## config.mk

```make
export PLATFORM = sky130hd
export DESIGN_NAME = stq_fwd_flat
export DESIGN_NICKNAME = d
export VERILOG_FILES = /design/src/rtl/stq_pkg.sv /design/src/rtl/stq_fwd_if.sv /design/src/rtl/stq_age_sel.sv /design/src/rtl/stq_fwd.sv /design/src/flat_wrapper.sv
export SDC_FILE = /design/constraint.sdc
export NUM_CORES = 1
export LEC_CHECK = 0
export ABC_AREA = 1
export BUFFER_PORTS_ARGS = -buffer_cell sky130_fd_sc_hd__buf_2
export CAP_MARGIN = 40
export CORE_MARGIN = 5
export CORE_UTILIZATION = 48
export DETAILED_ROUTE_END_ITERATION = 8
export PLACE_DENSITY_LB_ADDON = 0.3
export SETUP_SLACK_MARGIN = 0.05
export SYNTH_ARGS = -nofsm -noshare
export SYNTH_HDL_FRONTEND = slang
export SYNTH_SLANG_ARGS = --single-unit
export TNS_END_PERCENT = 10
```

## constraint.sdc

```tcl
create_clock -name i_clk -period 6.5 [get_ports i_clk]
set_clock_uncertainty 0.2 [all_clocks]
set_input_delay 1.3 -clock i_clk [delete_from_list [all_inputs] [get_ports i_clk]]
set_output_delay 1.3 -clock i_clk [all_outputs]
set_load 0.02 [all_outputs]
```

## src/rtl/stq_pkg.sv

```systemverilog
// Store-queue shared types: entry layout, pointer types and sizing.
// Imported by the queue, its interface and the age selector.
package stq_pkg;

   localparam int DEPTH_LOG  = 3;
   localparam int DEPTH      = 2 ** DEPTH_LOG;
   localparam int WIDTH_MEM  = 4;
   localparam int WIDTH_DATA = 32;
   localparam int WIDTH_BRM  = 4;

   // Pointers carry one extra wrap bit to tell full from empty.
   typedef logic [DEPTH_LOG:0]   ptr_t;
   typedef logic [DEPTH_LOG-1:0] idx_t;

   typedef struct packed {
      logic                  valid;
      logic                  committed;
      logic [WIDTH_BRM-1:0]  brmask;
      logic [WIDTH_MEM-1:0]  addr;
      logic [WIDTH_DATA-1:0] data;
   } stq_entry_t;

   function automatic idx_t ptr_idx(ptr_t p);
      return p[DEPTH_LOG-1:0];
   endfunction

endpackage

```

## src/rtl/stq_fwd_if.sv

```systemverilog
// Store-queue bus: AGU enqueue, ROB commit, branch resolution,
// load lookup and the dcache write port.
interface stq_fwd_if;
   import stq_pkg::*;

   logic                  i_st_val;
   logic [WIDTH_MEM-1:0]  i_st_addr;
   logic [WIDTH_DATA-1:0] i_st_data;
   logic [WIDTH_BRM-1:0]  i_st_brmask;
   logic                  o_st_rdy;
   logic [DEPTH_LOG-1:0]  o_st_idx;
   logic                  i_commit;
   logic [WIDTH_BRM-1:0]  i_brkill;
   logic [WIDTH_BRM-1:0]  i_brok;
   logic                  i_ld_val;
   logic [WIDTH_MEM-1:0]  i_ld_addr;
   logic                  o_ld_hit;
   logic [WIDTH_DATA-1:0] o_ld_data;
   logic                  o_dc_we;
   logic [WIDTH_MEM-1:0]  o_dc_addr;
   logic [WIDTH_DATA-1:0] o_dc_data;
   logic                  i_dc_nack;
   logic [DEPTH_LOG:0]    o_count;

   modport slave (
      input  i_st_val, i_st_addr, i_st_data, i_st_brmask,
      input  i_commit, i_brkill, i_brok,
      input  i_ld_val, i_ld_addr, i_dc_nack,
      output o_st_rdy, o_st_idx, o_ld_hit, o_ld_data,
      output o_dc_we, o_dc_addr, o_dc_data, o_count
   );

   modport master (
      output i_st_val, i_st_addr, i_st_data, i_st_brmask,
      output i_commit, i_brkill, i_brok,
      output i_ld_val, i_ld_addr, i_dc_nack,
      input  o_st_rdy, o_st_idx, o_ld_hit, o_ld_data,
      input  o_dc_we, o_dc_addr, o_dc_data, o_count
   );

endinterface

```

## src/rtl/stq_age_sel.sv

```systemverilog
// Youngest-match picker for a circular queue: rotates the match
// vector so the head is bit 0, then takes the highest set bit.
module stq_age_sel
   import stq_pkg::*;
(
   input  logic [DEPTH-1:0] i_match,
   input  idx_t             i_head,
   output logic             o_hit,
   output idx_t             o_idx
);

   logic [DEPTH-1:0] rot;

   // Reorder matches by age, oldest (head) first.
   always_comb begin
      rot = '0;
      for (int i = 0; i < DEPTH; i++) begin
         rot[i] = i_match[i_head + idx_t'(i)];
      end
   end

   // Last hit in ascending age order is the youngest.
   always_comb begin
      o_hit = |rot;
      o_idx = i_head;
      for (int i = 0; i < DEPTH; i++) begin
         if (rot[i]) begin
            o_idx = i_head + idx_t'(i);
         end
      end
   end

endmodule

```

## src/rtl/stq_fwd.sv

```systemverilog
// Speculative store queue: branch-mask squash, in-order commit,
// nack-tolerant dcache drain and youngest-match load forwarding.
module stq_fwd
   import stq_pkg::*;
(
   input  logic      i_clk,
   input  logic      i_rst_n,
   stq_fwd_if.slave  bus
);

   localparam ptr_t PTR_ONE = ptr_t'(1);
   localparam ptr_t PTR_FULL = ptr_t'(DEPTH);

   stq_entry_t ent_q [DEPTH];
   stq_entry_t ent_d [DEPTH];

   ptr_t head_q, head_d;
   ptr_t cmt_q, cmt_d;
   ptr_t tail_q, tail_d;

   ptr_t count;
   ptr_t kill_ptr;
   idx_t head_idx, cmt_idx, tail_idx;
   idx_t sel_idx;

   logic [DEPTH-1:0] kill_vec;
   logic [DEPTH-1:0] match_vec;
   logic any_kill, suppress, st_rdy;
   logic enq, cmt_fire, dc_we, drain;
   logic sel_hit;

   assign head_idx = ptr_idx(head_q);
   assign cmt_idx  = ptr_idx(cmt_q);
   assign tail_idx = ptr_idx(tail_q);
   assign count    = tail_q - head_q;
   assign st_rdy   = (count != PTR_FULL);
   assign dc_we    = ent_q[head_idx].valid
                   & ent_q[head_idx].committed;

   assign bus.o_count   = count;
   assign bus.o_st_rdy  = st_rdy;
   assign bus.o_st_idx  = tail_idx;
   assign bus.o_dc_we   = dc_we;
   assign bus.o_dc_addr = ent_q[head_idx].addr;
   assign bus.o_dc_data = ent_q[head_idx].data;

   // Flag wrong-path entries and find the oldest one for tail rollback.
   always_comb begin
      kill_vec = '0;
      kill_ptr = tail_q;
      for (int i = 0; i < DEPTH; i++) begin
         kill_vec[i] = ent_q[i].valid & ~ent_q[i].committed
                     & (|(ent_q[i].brmask & bus.i_brkill));
      end
      for (int i = DEPTH - 1; i >= 0; i--) begin
         if (kill_vec[head_idx + idx_t'(i)]) begin
            kill_ptr = head_q + ptr_t'(i);
         end
      end
   end

   // Per-cycle events; a kill blocks enqueue and beats a commit.
   always_comb begin
      any_kill = |kill_vec;
      suppress = (|(bus.i_st_brmask & bus.i_brkill)) | any_kill;
      enq      = bus.i_st_val & st_rdy & ~suppress;
      cmt_fire = bus.i_commit & (cmt_q != tail_q)
               & ~kill_vec[cmt_idx];
      drain    = dc_we & ~bus.i_dc_nack;
   end

   // Next-state for entries and pointers.
   always_comb begin
      ent_d  = ent_q;
      head_d = head_q;
      cmt_d  = cmt_q;
      tail_d = tail_q;
      for (int i = 0; i < DEPTH; i++) begin
         if (ent_q[i].valid & ~ent_q[i].committed) begin
            ent_d[i].brmask = ent_q[i].brmask & ~bus.i_brok;
            if (kill_vec[i]) begin
               ent_d[i].valid = 1'b0;
            end
         end
      end
      if (any_kill) begin
         tail_d = kill_ptr;
      end
      if (cmt_fire) begin
         ent_d[cmt_idx].committed = 1'b1;
         cmt_d = cmt_q + PTR_ONE;
      end
      if (drain) begin
         ent_d[head_idx] = '0;
         head_d = head_q + PTR_ONE;
      end
      if (enq) begin
         ent_d[tail_idx].valid     = 1'b1;
         ent_d[tail_idx].committed = 1'b0;
         ent_d[tail_idx].brmask    = bus.i_st_brmask & ~bus.i_brok;
         ent_d[tail_idx].addr      = bus.i_st_addr;
         ent_d[tail_idx].data      = bus.i_st_data;
         tail_d = tail_q + PTR_ONE;
      end
   end

   // State registers; reset drops every entry, committed or not.
   always_ff @(posedge i_clk or negedge i_rst_n) begin
      if (!i_rst_n) begin
         for (int i = 0; i < DEPTH; i++) begin
            ent_q[i] <= '0;
         end
         head_q <= '0;
         cmt_q  <= '0;
         tail_q <= '0;
      end else begin
         ent_q  <= ent_d;
         head_q <= head_d;
         cmt_q  <= cmt_d;
         tail_q <= tail_d;
      end
   end

   // Address match over every live entry, killed or draining included.
   always_comb begin
      match_vec = '0;
      for (int i = 0; i < DEPTH; i++) begin
         match_vec[i] = ent_q[i].valid
                      & (ent_q[i].addr == bus.i_ld_addr);
      end
   end

   stq_age_sel u_age_sel (
      .i_match (match_vec),
      .i_head  (head_idx),
      .o_hit   (sel_hit),
      .o_idx   (sel_idx)
   );

   assign bus.o_ld_hit  = bus.i_ld_val & sel_hit;
   assign bus.o_ld_data = (bus.i_ld_val & sel_hit)
                        ? ent_q[sel_idx].data : '0;

endmodule

```

## src/flat_wrapper.sv

```systemverilog
// flat-port wrapper written by rule: the top's interface ports become plain ports
module stq_fwd_flat import stq_pkg::*;
  (i_clk, i_rst_n, bus_i_st_val, bus_i_st_addr, bus_i_st_data, bus_i_st_brmask, bus_i_commit, bus_i_brkill, bus_i_brok, bus_i_ld_val, bus_i_ld_addr, bus_i_dc_nack, bus_o_st_rdy, bus_o_st_idx, bus_o_ld_hit, bus_o_ld_data, bus_o_dc_we, bus_o_dc_addr, bus_o_dc_data, bus_o_count);
  stq_fwd_if bus_i ();
  input  logic i_clk;
  input  logic i_rst_n;
  input wire logic [$bits(bus_i.i_st_val)-1:0] bus_i_st_val;
  input wire logic [$bits(bus_i.i_st_addr)-1:0] bus_i_st_addr;
  input wire logic [$bits(bus_i.i_st_data)-1:0] bus_i_st_data;
  input wire logic [$bits(bus_i.i_st_brmask)-1:0] bus_i_st_brmask;
  input wire logic [$bits(bus_i.i_commit)-1:0] bus_i_commit;
  input wire logic [$bits(bus_i.i_brkill)-1:0] bus_i_brkill;
  input wire logic [$bits(bus_i.i_brok)-1:0] bus_i_brok;
  input wire logic [$bits(bus_i.i_ld_val)-1:0] bus_i_ld_val;
  input wire logic [$bits(bus_i.i_ld_addr)-1:0] bus_i_ld_addr;
  input wire logic [$bits(bus_i.i_dc_nack)-1:0] bus_i_dc_nack;
  output wire logic [$bits(bus_i.o_st_rdy)-1:0] bus_o_st_rdy;
  output wire logic [$bits(bus_i.o_st_idx)-1:0] bus_o_st_idx;
  output wire logic [$bits(bus_i.o_ld_hit)-1:0] bus_o_ld_hit;
  output wire logic [$bits(bus_i.o_ld_data)-1:0] bus_o_ld_data;
  output wire logic [$bits(bus_i.o_dc_we)-1:0] bus_o_dc_we;
  output wire logic [$bits(bus_i.o_dc_addr)-1:0] bus_o_dc_addr;
  output wire logic [$bits(bus_i.o_dc_data)-1:0] bus_o_dc_data;
  output wire logic [$bits(bus_i.o_count)-1:0] bus_o_count;
  assign bus_i.i_st_val = bus_i_st_val;
  assign bus_i.i_st_addr = bus_i_st_addr;
  assign bus_i.i_st_data = bus_i_st_data;
  assign bus_i.i_st_brmask = bus_i_st_brmask;
  assign bus_i.i_commit = bus_i_commit;
  assign bus_i.i_brkill = bus_i_brkill;
  assign bus_i.i_brok = bus_i_brok;
  assign bus_i.i_ld_val = bus_i_ld_val;
  assign bus_i.i_ld_addr = bus_i_ld_addr;
  assign bus_i.i_dc_nack = bus_i_dc_nack;
  assign bus_o_st_rdy = bus_i.o_st_rdy;
  assign bus_o_st_idx = bus_i.o_st_idx;
  assign bus_o_ld_hit = bus_i.o_ld_hit;
  assign bus_o_ld_data = bus_i.o_ld_data;
  assign bus_o_dc_we = bus_i.o_dc_we;
  assign bus_o_dc_addr = bus_i.o_dc_addr;
  assign bus_o_dc_data = bus_i.o_dc_data;
  assign bus_o_count = bus_i.o_count;
  stq_fwd u_core (.i_clk(i_clk), .i_rst_n(i_rst_n), .bus(bus_i));
endmodule
```

# ---- Word-level counts from Yosys, hierarchy flattened
# Cells that the tools add are included.
# Widths: inputs -> output; s select.
dict set report word_totals {
  ff_bits 348
  latchBits 0
  ramBits 0
  rom_bits 0
  input_bits 58
  output_inout_bits 78
  memories 0
}
dict set report op_classes {
  addsub 17
  mul 0
  n_div 0
  magnitude_cmp 16
  eq_ne 10
  shifts 0
  muxes 105
  bitwise 68
  n_reduce_logical 17
}
# cell n
set ops {}
lappend ops {{$bwmux 336} 6}
lappend ops {{$mux 336} 3}
lappend ops {{$demux 42 s3} 7}
lappend ops {{$and 336x336->336} 1}
lappend ops {{$not 336->336} 1}
lappend ops {{$bmux 42 s3} 2}
lappend ops {{$mux 42} 4}
lappend ops {{$mux 32} 4}
lappend ops {{$mux 41} 2}
lappend ops {{$and 4x4->4} 18}
lappend ops {{$mux 4} 18}
lappend ops {{$bmux 1 s3} 17}
lappend ops {{$mux 40} 1}
lappend ops {{$lt 3x4->1 const B} 9}
lappend ops {{$mux 36} 1}
lappend ops {{$reduce_or 4->1} 9}
lappend ops {{$mux 1} 33}
lappend ops {{$eq 4x4->1} 8}
lappend ops {{$and 1x1->1} 31}
lappend ops {{$mux 3} 7}
lappend ops {{$add 4x3->4 const B} 4}
lappend ops {{$ge 4x4->1 const B} 4}
lappend ops {{$not 3->4} 4}
lappend ops {{$reduce_or 8->1} 2}
lappend ops {{other kinds (16)} 37}

# ---- Longest topological paths before layout
# Gate-level depths: netlist of run 1.
dict set report logic_depth {
  ltp_word 16
  depth_mapped 26
}

# ---- Modules after synthesis
# A second synthesis of run 1 with hierarchy kept.
dict set report hier_totals {
  cells_unflattened 2578
  area_unflattened_um2 19896.6
}
# module n_inst cells_each area_per_inst_um2 seq_area_each_um2
set by_module_without_submodules {}
lappend by_module_without_submodules {stq_fwd 1 2454 19256.0 8708.4}
lappend by_module_without_submodules {stq_age_sel 1 124 640.6 0.0}

# ---- Least setup slack after synthesis of run 1
# Ideal clock, no wire load.
dict set report synth_timing {
  path_kind {reg2out}
  startpoint {register u_core.head_q[1]}
  endpoint {output bus_o_ld_data[22]}
  arrival_ns 3.887
  required_ns 5.000
  setup_slack_ns 1.113
  stages_incl_launch_ff 22
  cell_sequence {dfrtp_1 clkbuf_1 inv_1 clkbuf_1 clkbuf_1 clkbuf_1 ha_1 inv_1 buf_2 nand3_1 nand3_1 nand2_1 a21oi_1 nand2_1 nand2_1 nand2_1 a21oi_1 clkbuf_1 nand3_1 nand3_1 nand2_1 nor2_1}
}
dict set report synth_between {
  elab_chain_cells 15
  word_cells_on_any_way 37
  cone_classes {add/sub (7); mux (27); bitwise (2); reduce/logical (1)}
}
# item line_no
set synth_lines {}
lappend synth_lines {{start, declared} stq_fwd.sv:17} ;# ptr_t head_q, head_d;
lappend synth_lines {{start signal, assigned} stq_fwd.sv:113} ;# head_q <= '0;
lappend synth_lines {{start signal, assigned} stq_fwd.sv:118} ;# head_q <= head_d;
lappend synth_lines {{$add 3x1->3} {stq_age_sel.sv:18, stq_age_sel.sv:28}}
lappend synth_lines {{$bmux 1 s3} stq_age_sel.sv:18} ;# rot[i] = i_match[i_head + idx_t'(i)];
lappend synth_lines {{$mux 1 (not written as such)} stq_age_sel.sv:18}
lappend synth_lines {{$mux 3 (7 in series)} stq_age_sel.sv:27} ;# if (rot[i]) begin
lappend synth_lines {{$not 3->4 (not written as such)} stq_fwd.sv:142} ;# ? ent_q[sel_idx].data : '0;
lappend synth_lines {{$bmux 42 s3} stq_fwd.sv:142}
lappend synth_lines {{$mux 32 (not written as such) (2 in series)} stq_fwd.sv:142}
lappend synth_lines {{$mux 32 (*)} stq_fwd.sv:142}
lappend synth_lines {{end, declared} flat_wrapper.sv:20} ;# output wire logic [$bits(bus_i.o_ld_data)-1:0] bus_o_ld_data;
# Mark *: on every way between the ends. The rest lies on a longest branch, timed or not. The select of a mux whose other input is x is not followed.

# ---- Final worst setup path of run 1
dict set report layout_timing {
  startpoint {register u_core.head_q[0]}
  endpoint {output bus_o_ld_data[1]}
}
# The elaborated chain is that of the path after synthesis.

==> results.md, run 1 <==
* Ys async rst share at 100%
* DP Wirelength at 42900 um
* Routed vias/inst at 6.24
* WL final at 73300 um
* Syn Inst Count at 2754
* Flops & latches, synth at 348
* Area Growth Syn to Fin at 11.8%
* CTS Buf Count at 41
* # IOs at 136
* Residual DRC at 0
* Stages on the worst setup path at 20
* Die outline area at 46400 um2
* Core ar. at 41900 um2
* Layout Nets at 2847
* Max_cap viols at 0
* Yosys warnings at 0
* Transition time of the tightest slew-check pin at 0.990 ns
* CP required at 5.00 ns
* Sequential element share of the synthesized area at 43.0%
* Setup crit end kind: primary output
* Routed len/inst at 21.9 um
* F_max at 163 MHz
* CTS resizes at 0
* # setup viols final at 0
* Setup CP Type: flop to primary output
* Worst-path clk slew at 0.06 ns
* FP Rows at 75
* Worst path cell trace: inv_4 > buf_4 > nand4_1 > nand3_1 > nand3_1 > nand2_1 > nand2_1 > nand2_1 > nand2_1 > nand2_1 > nand2_2 > nand3_4 > nand2_4 > buf_4 > nand2_1 > nand3_1 > nand3_1 > nand2_1 > nor2_1 > buf_2
* Initial antenna violation count at 1
* Final Max Slew Viols at 0
* CP Buf/Inv Count at 4
* Post-Syn Area at 20300 um2
* Die H at 215 um
* Syn_nets at 2825
* Clk_lat worst skew at 0.57 ns
* IO Port Bufs at 135
* Post-synth EDFFs at 0
* Arr. time, crit path at 4.62 ns
* Status: finished clean
* CP max stage cell: dfrtp_4
* Mean post-synth cell area at 7.36 um2
* # hold bufs at CTS at 0
* Hold Crit Class: flop to flop
* Fillers at 3986
* Largest net degree at the start of global routing at 141
* Clk Tree Root Cell: clkbuf_16
* Vias in the first global route at 20218
* Seq. cell area at 8710 um2
* Crit-path most repeated cell: nand2_1
* Gr usage total at 30.3%
* Vias at 20896
* Sink Count at 348
* CP delay by family, top: simple AND/OR/NAND/NOR gates
* Bufs on Longest Clock Path at 3
* Starting Density at 48.4%
* Fin. Hold Viols at 0
* Multi-input logic area at 9260 um2
* RSZ-0062 raised after global routing: no
* Distinct cells, synth at 39
* Share of layout cells above drive strength 1 at 10.3%
* Hold depth at 1
* Maximum fanout along the worst path at 54
* Final period util at 94.2%
* Biggest cell delay along the critical path at 0.66 ns
* Ys flop type: dfrtp_1
* CTS tree: built
* Setup TNS at 0 ns
* # H-tree levels at 2
* Setup slack, reg-to-reg at 1.87 ns
* Detail Route Antenna Nets at 0
* Initial DRC Count at 2619
* GPL Wtd Cong at 0.919
* Critical path startpoint category: flop
* Grt total ovfl at 0
* First-pass GRT wire length at 114000 um
* Post-CTS Setup Repair Bufs at 0
* R2r worst-path depth at 12
* 1st-pass router iterations at 7
* Min cycle time layout at 6.12 ns
* Relative slew slack at 34.0%
* Die Width at 215 um
synth_stat cells, drive strengths merged, types with 2 or more instances:
| cell type | number | area share, % |
|---|---|---|
| o21ai | 238 | 5.9 |
| a221oi | 38 | 1.6 |
| a21oi | 141 | 3.5 |
| a21boi | 2 | 0.074 |
| nand3 | 353 | 8.8 |
| nor2 | 154 | 2.9 |
| xor2 | 13 | 0.56 |
| nor3 | 7 | 0.17 |
| nand4 | 22 | 0.68 |
| inv | 381 | 7.1 |
| nand2 | 477 | 8.9 |
| o211ai | 3 | 0.11 |
| or2 | 3 | 0.093 |
| ha | 12 | 0.74 |
| o31ai | 3 | 0.11 |
| o22ai | 287 | 8.9 |
| nor4 | 2 | 0.062 |
| a31oi | 40 | 1.2 |
| buf | 101 | 2.8 |
| clkbuf | 109 | 2.0 |
| xnor2 | 6 | 0.26 |
| dfrtp | 348 | 43 |
| a22o | 7 | 0.30 |
| o311ai | 2 | 0.086 |
sequential cells by signal, summed over array words and instances (netlist names):
signal	flops
u_core.ent_q	336
u_core.cmt_q	4
u_core.head_q	4
u_core.tail_q	4
cells in the final DEF (no fill, tap or decap), drive strengths merged, types with 3 or more instances in the layout:
cell,n
a22o,7
nand4,22
o22ai,287
nand2,477
a31oi,40
xor2,13
inv,383
xnor2,6
o211ai,3
clkbuf,62
nor3,7
nor2,154
a21oi,141
o21ai,238
buf,189
ha,12
nand3,353
clkinv,8
or2,3
a221oi,38
dfrtp,348
o31ai,3
final timing paths:
check                                       from           endpoint
worst max-delay path            u_core.head_q[0]   bus_o_ld_data[1]
worst min-delay path             u_core.cmt_q[3]    u_core.cmt_q[3]
worst max register to register  u_core.head_q[0]  u_core.ent_q[204]
worst min register to register   u_core.cmt_q[3]    u_core.cmt_q[3]
max in group asynchronous                i_rst_n  u_core.ent_q[235]
min in group asynchronous                i_rst_n  u_core.ent_q[176]
through the flow:
stage	setup WS, ns	instances	util (%)	instance area, um2	hold slack, ns
after floorplan	1.11	2754	-	20300	0.260
after global placement	0.595	3271	50.8	21300	0.275
after detailed placement	0.584	3272	50.9	21300	0.279
after CTS	0.436	3347	54.1	22700	0.288
after global routing	0.0726	3348	54.1	22700	0.297
final	0.376	3348	54.1	22700	0.288
layer usage:
layer | GRT usage (%) | vias up | part of all wire [%]
met1 | 41.3 | 9928 | 41
met5 | 0 | - | 0
met2 | 46.4 | 1271 | 44
li1 | - | 9415 | -
met3 | 6.01 | 282 | 10
met4 | 15.0 | 0 | 4.8
cell families after synthesis:
group | synth area share, %
simple gates | 21.6
flops | 43.0
fa+ha+maj | 0.840
xor+xnor | 0.821
buf+inv | 11.9
compound gates | 21.9
layout make-up:
cell class | count | share of cell area (%)
Multi-Input combinational cell | 1814 | 40.9
Clock inverter | 13 | 0.574
Tap cell | 539 | 2.98
Antenna cell | 1 | 0.0110
Sequential cell | 348 | 38.5
Timing Repair Buffer | 189 | 5.29
Clock buffer | 62 | 5.46
Inverter | 382 | 6.36
Power of run 1 is left out: the tool's default activity adds up to more than one toggle a clock period on the data nets, which glitch-free logic cannot reach.
==> inputs of run 2 (changes only) <==
Settings changed: CAP_MARGIN 40 to 10, CORE_ASPECT_RATIO set to 1.4.
==> run 2 against run 1 <==
First-iteration DRC count barely moved. Fmax barely moved. Worst hold slack improved by 0.0036 ns. Clock-buffer cell count fell by 15. Design area rose by 0.24%.
==> results.md, run 2 (synthesis gave the netlist of run 1 again) <==
* Maximum fanout along the worst path at 57
* Worst Hold Slack at 0.292 ns
* Layout Nets at 2844
* Reg-to-reg startpoint: u_core.head_q[0]
* Setup CP Type: flop to primary output
* Routed len/inst at 22.6 um
* Most frequent cells in the layout: 466 x nand2_1, 375 x inv_1, 348 x nand3_1, 346 x dfrtp_1, 287 x o22ai_1
* Top reg by flops: u_core.ent_q
* Grt total ovfl at 0
* FP Rows at 89
* Biggest cell delay along the critical path at 0.64 ns
* R2r worst-path depth at 13
* Hold depth at 1
* Share of layout cells above drive strength 1 at 10.5%
* Worst reg2reg path endpoint: u_core.ent_q[249]
* Max_cap viols at 0
* Clk_lat worst skew at 0.56 ns
* Clk Tree Root Cell: clkbuf_16
* WL final at 75600 um
* First-pass GRT wire length at 117000 um
* Setup TNS at 0 ns
* # IOs at 136
* Bufs on Longest Clock Path at 3
* Residual DRC at 0
* Initial DRC Count at 2618
* CP Buf/Inv Count at 5
* Most common cell after layout, fill and taps aside: nand2_1
* Final period util at 94.2%
* Vias at 21222
* Detail Route Antenna Nets at 0
* Hold Crit Class: flop to flop
* CP max stage cell: dfrtp_4
* Die outline area at 46500 um2
* Die H at 253 um
* CP required at 5.00 ns
* Worst-path clk slew at 0.06 ns
* # H-tree levels at 2
* # hold bufs at CTS at 0
* Worst hold start: u_core.cmt_q[3]
* Worst path cell trace: inv_4 > buf_4 > nand4_1 > nand3_1 > nand3_1 > nand2_1 > inv_2 > nand2_1 > nand2_1 > nand2_1 > nand2_1 > nand2_2 > nand2_2 > nand2_4 > nand2_4 > buf_12 > nand2_1 > nand3_1 > nand3_1 > nand2_1 > nor2_1 > buf_2
* Transition time of the tightest slew-check pin at 0.964 ns
* Sink Count at 348
* Design Area, Final at 22700 um2
* Starting Density at 48.3%
* Arr. time, crit path at 4.63 ns
* Core ar. at 42000 um2
* 1st-pass router iterations at 6
* CP delay by family, top: simple AND/OR/NAND/NOR gates
* Area Growth Syn to Fin at 12.1%
* RSZ-0062 raised after global routing: no
* Final Max Slew Viols at 0
* Critical path startpoint category: flop
* Initial antenna violation count at 1
* CTS Buf Count at 38
* Setup crit end kind: primary output
* Vias in the first global route at 21152
* Die Width at 184 um
* DP Wirelength at 44900 um
* Fin. Hold Viols at 0
* GPL Wtd Cong at 0.977
* Relative slew slack at 35.7%
* Hold EP: u_core.cmt_q[3]
* Gr usage total at 31.5%
* Setup slack, reg-to-reg at 0.97 ns
* Crit-path most repeated cell: nand2_1
* Placed inst area at 21300 um2
* IO Port Bufs at 135
* Min cycle time layout at 6.13 ns
* F_max at 163 MHz
* Max reg flops at 336
* CTS tree: built
* Routed vias/inst at 6.33
* Status: finished clean
* # setup viols final at 0
* Largest net degree at the start of global routing at 149
[run 2: routing by layer]
layer / vias to the layer above / global-route usage [%] / wire [um]
li1: 9394 / - / -
met3: 315 / 5.22 / 6940
met1: 10188 / 38.7 / 27900
met5: - / 0 / 0
met4: 0 / 18.8 / 4990
met2: 1325 / 52.1 / 35800
[run 2: worst max-delay path by stage]
| stage | start | slack (ns) | end | depth (start not counted) |
|---|---|---|---|---|
| after floorplan | u_core.head_q[1] | 1.11 | bus_o_ld_data[22] | 21 |
| after global placement | bus_i_ld_addr[3] | 0.64 | bus_o_ld_data[1] | 23 |
| after detailed placement | bus_i_ld_addr[3] | 0.60 | bus_o_ld_data[1] | 25 |
| after CTS | u_core.head_q[1] | 0.29 | bus_o_ld_data[1] | 21 |
| after global routing | u_core.head_q[0] | 0.06 | bus_o_ld_data[1] | 21 |
| final | u_core.head_q[0] | 0.37 | bus_o_ld_data[1] | 22 |
[run 2: per-stage QoR]
stage	std cells	setup WS, ns	util (%)
after floorplan	2754	1.11	-
after global placement	3273	0.636	50.6
after detailed placement	3273	0.595	50.6
after CTS	3343	0.292	54.0
after global routing	3349	0.0566	54.1
final	3350	0.375	54.1
[run 2: layout make-up]
class	count	area [um2]
Inverter	382	1440
Antenna cell	1	2.50
Fill cell	3977	19300
Clock inverter	23	330
Sequential cell	348	8710
Clock buffer	47	1070
Tap cell	546	683
Timing Repair Buffer	188	1200
Multi-Input combinational cell	1815	9280
[run 2: repair_timing]
item                                    CTS  global route
endpoints found under the setup margin    0             8
hold endpoints to repair                  0             0
resized for setup                         0             2
setup buffers                             0             5
[run 2: worst register-to-register path: cells and delay by family (launching register included)]
kind,cells,cell delay [ns]
DFF,1,0.64
AOI/OAI and AO/OA,2,0.98
and+or+nand+nor,6,1.61
buffers and inverters,5,1.92
Power of run 2 is left out for the same reason.
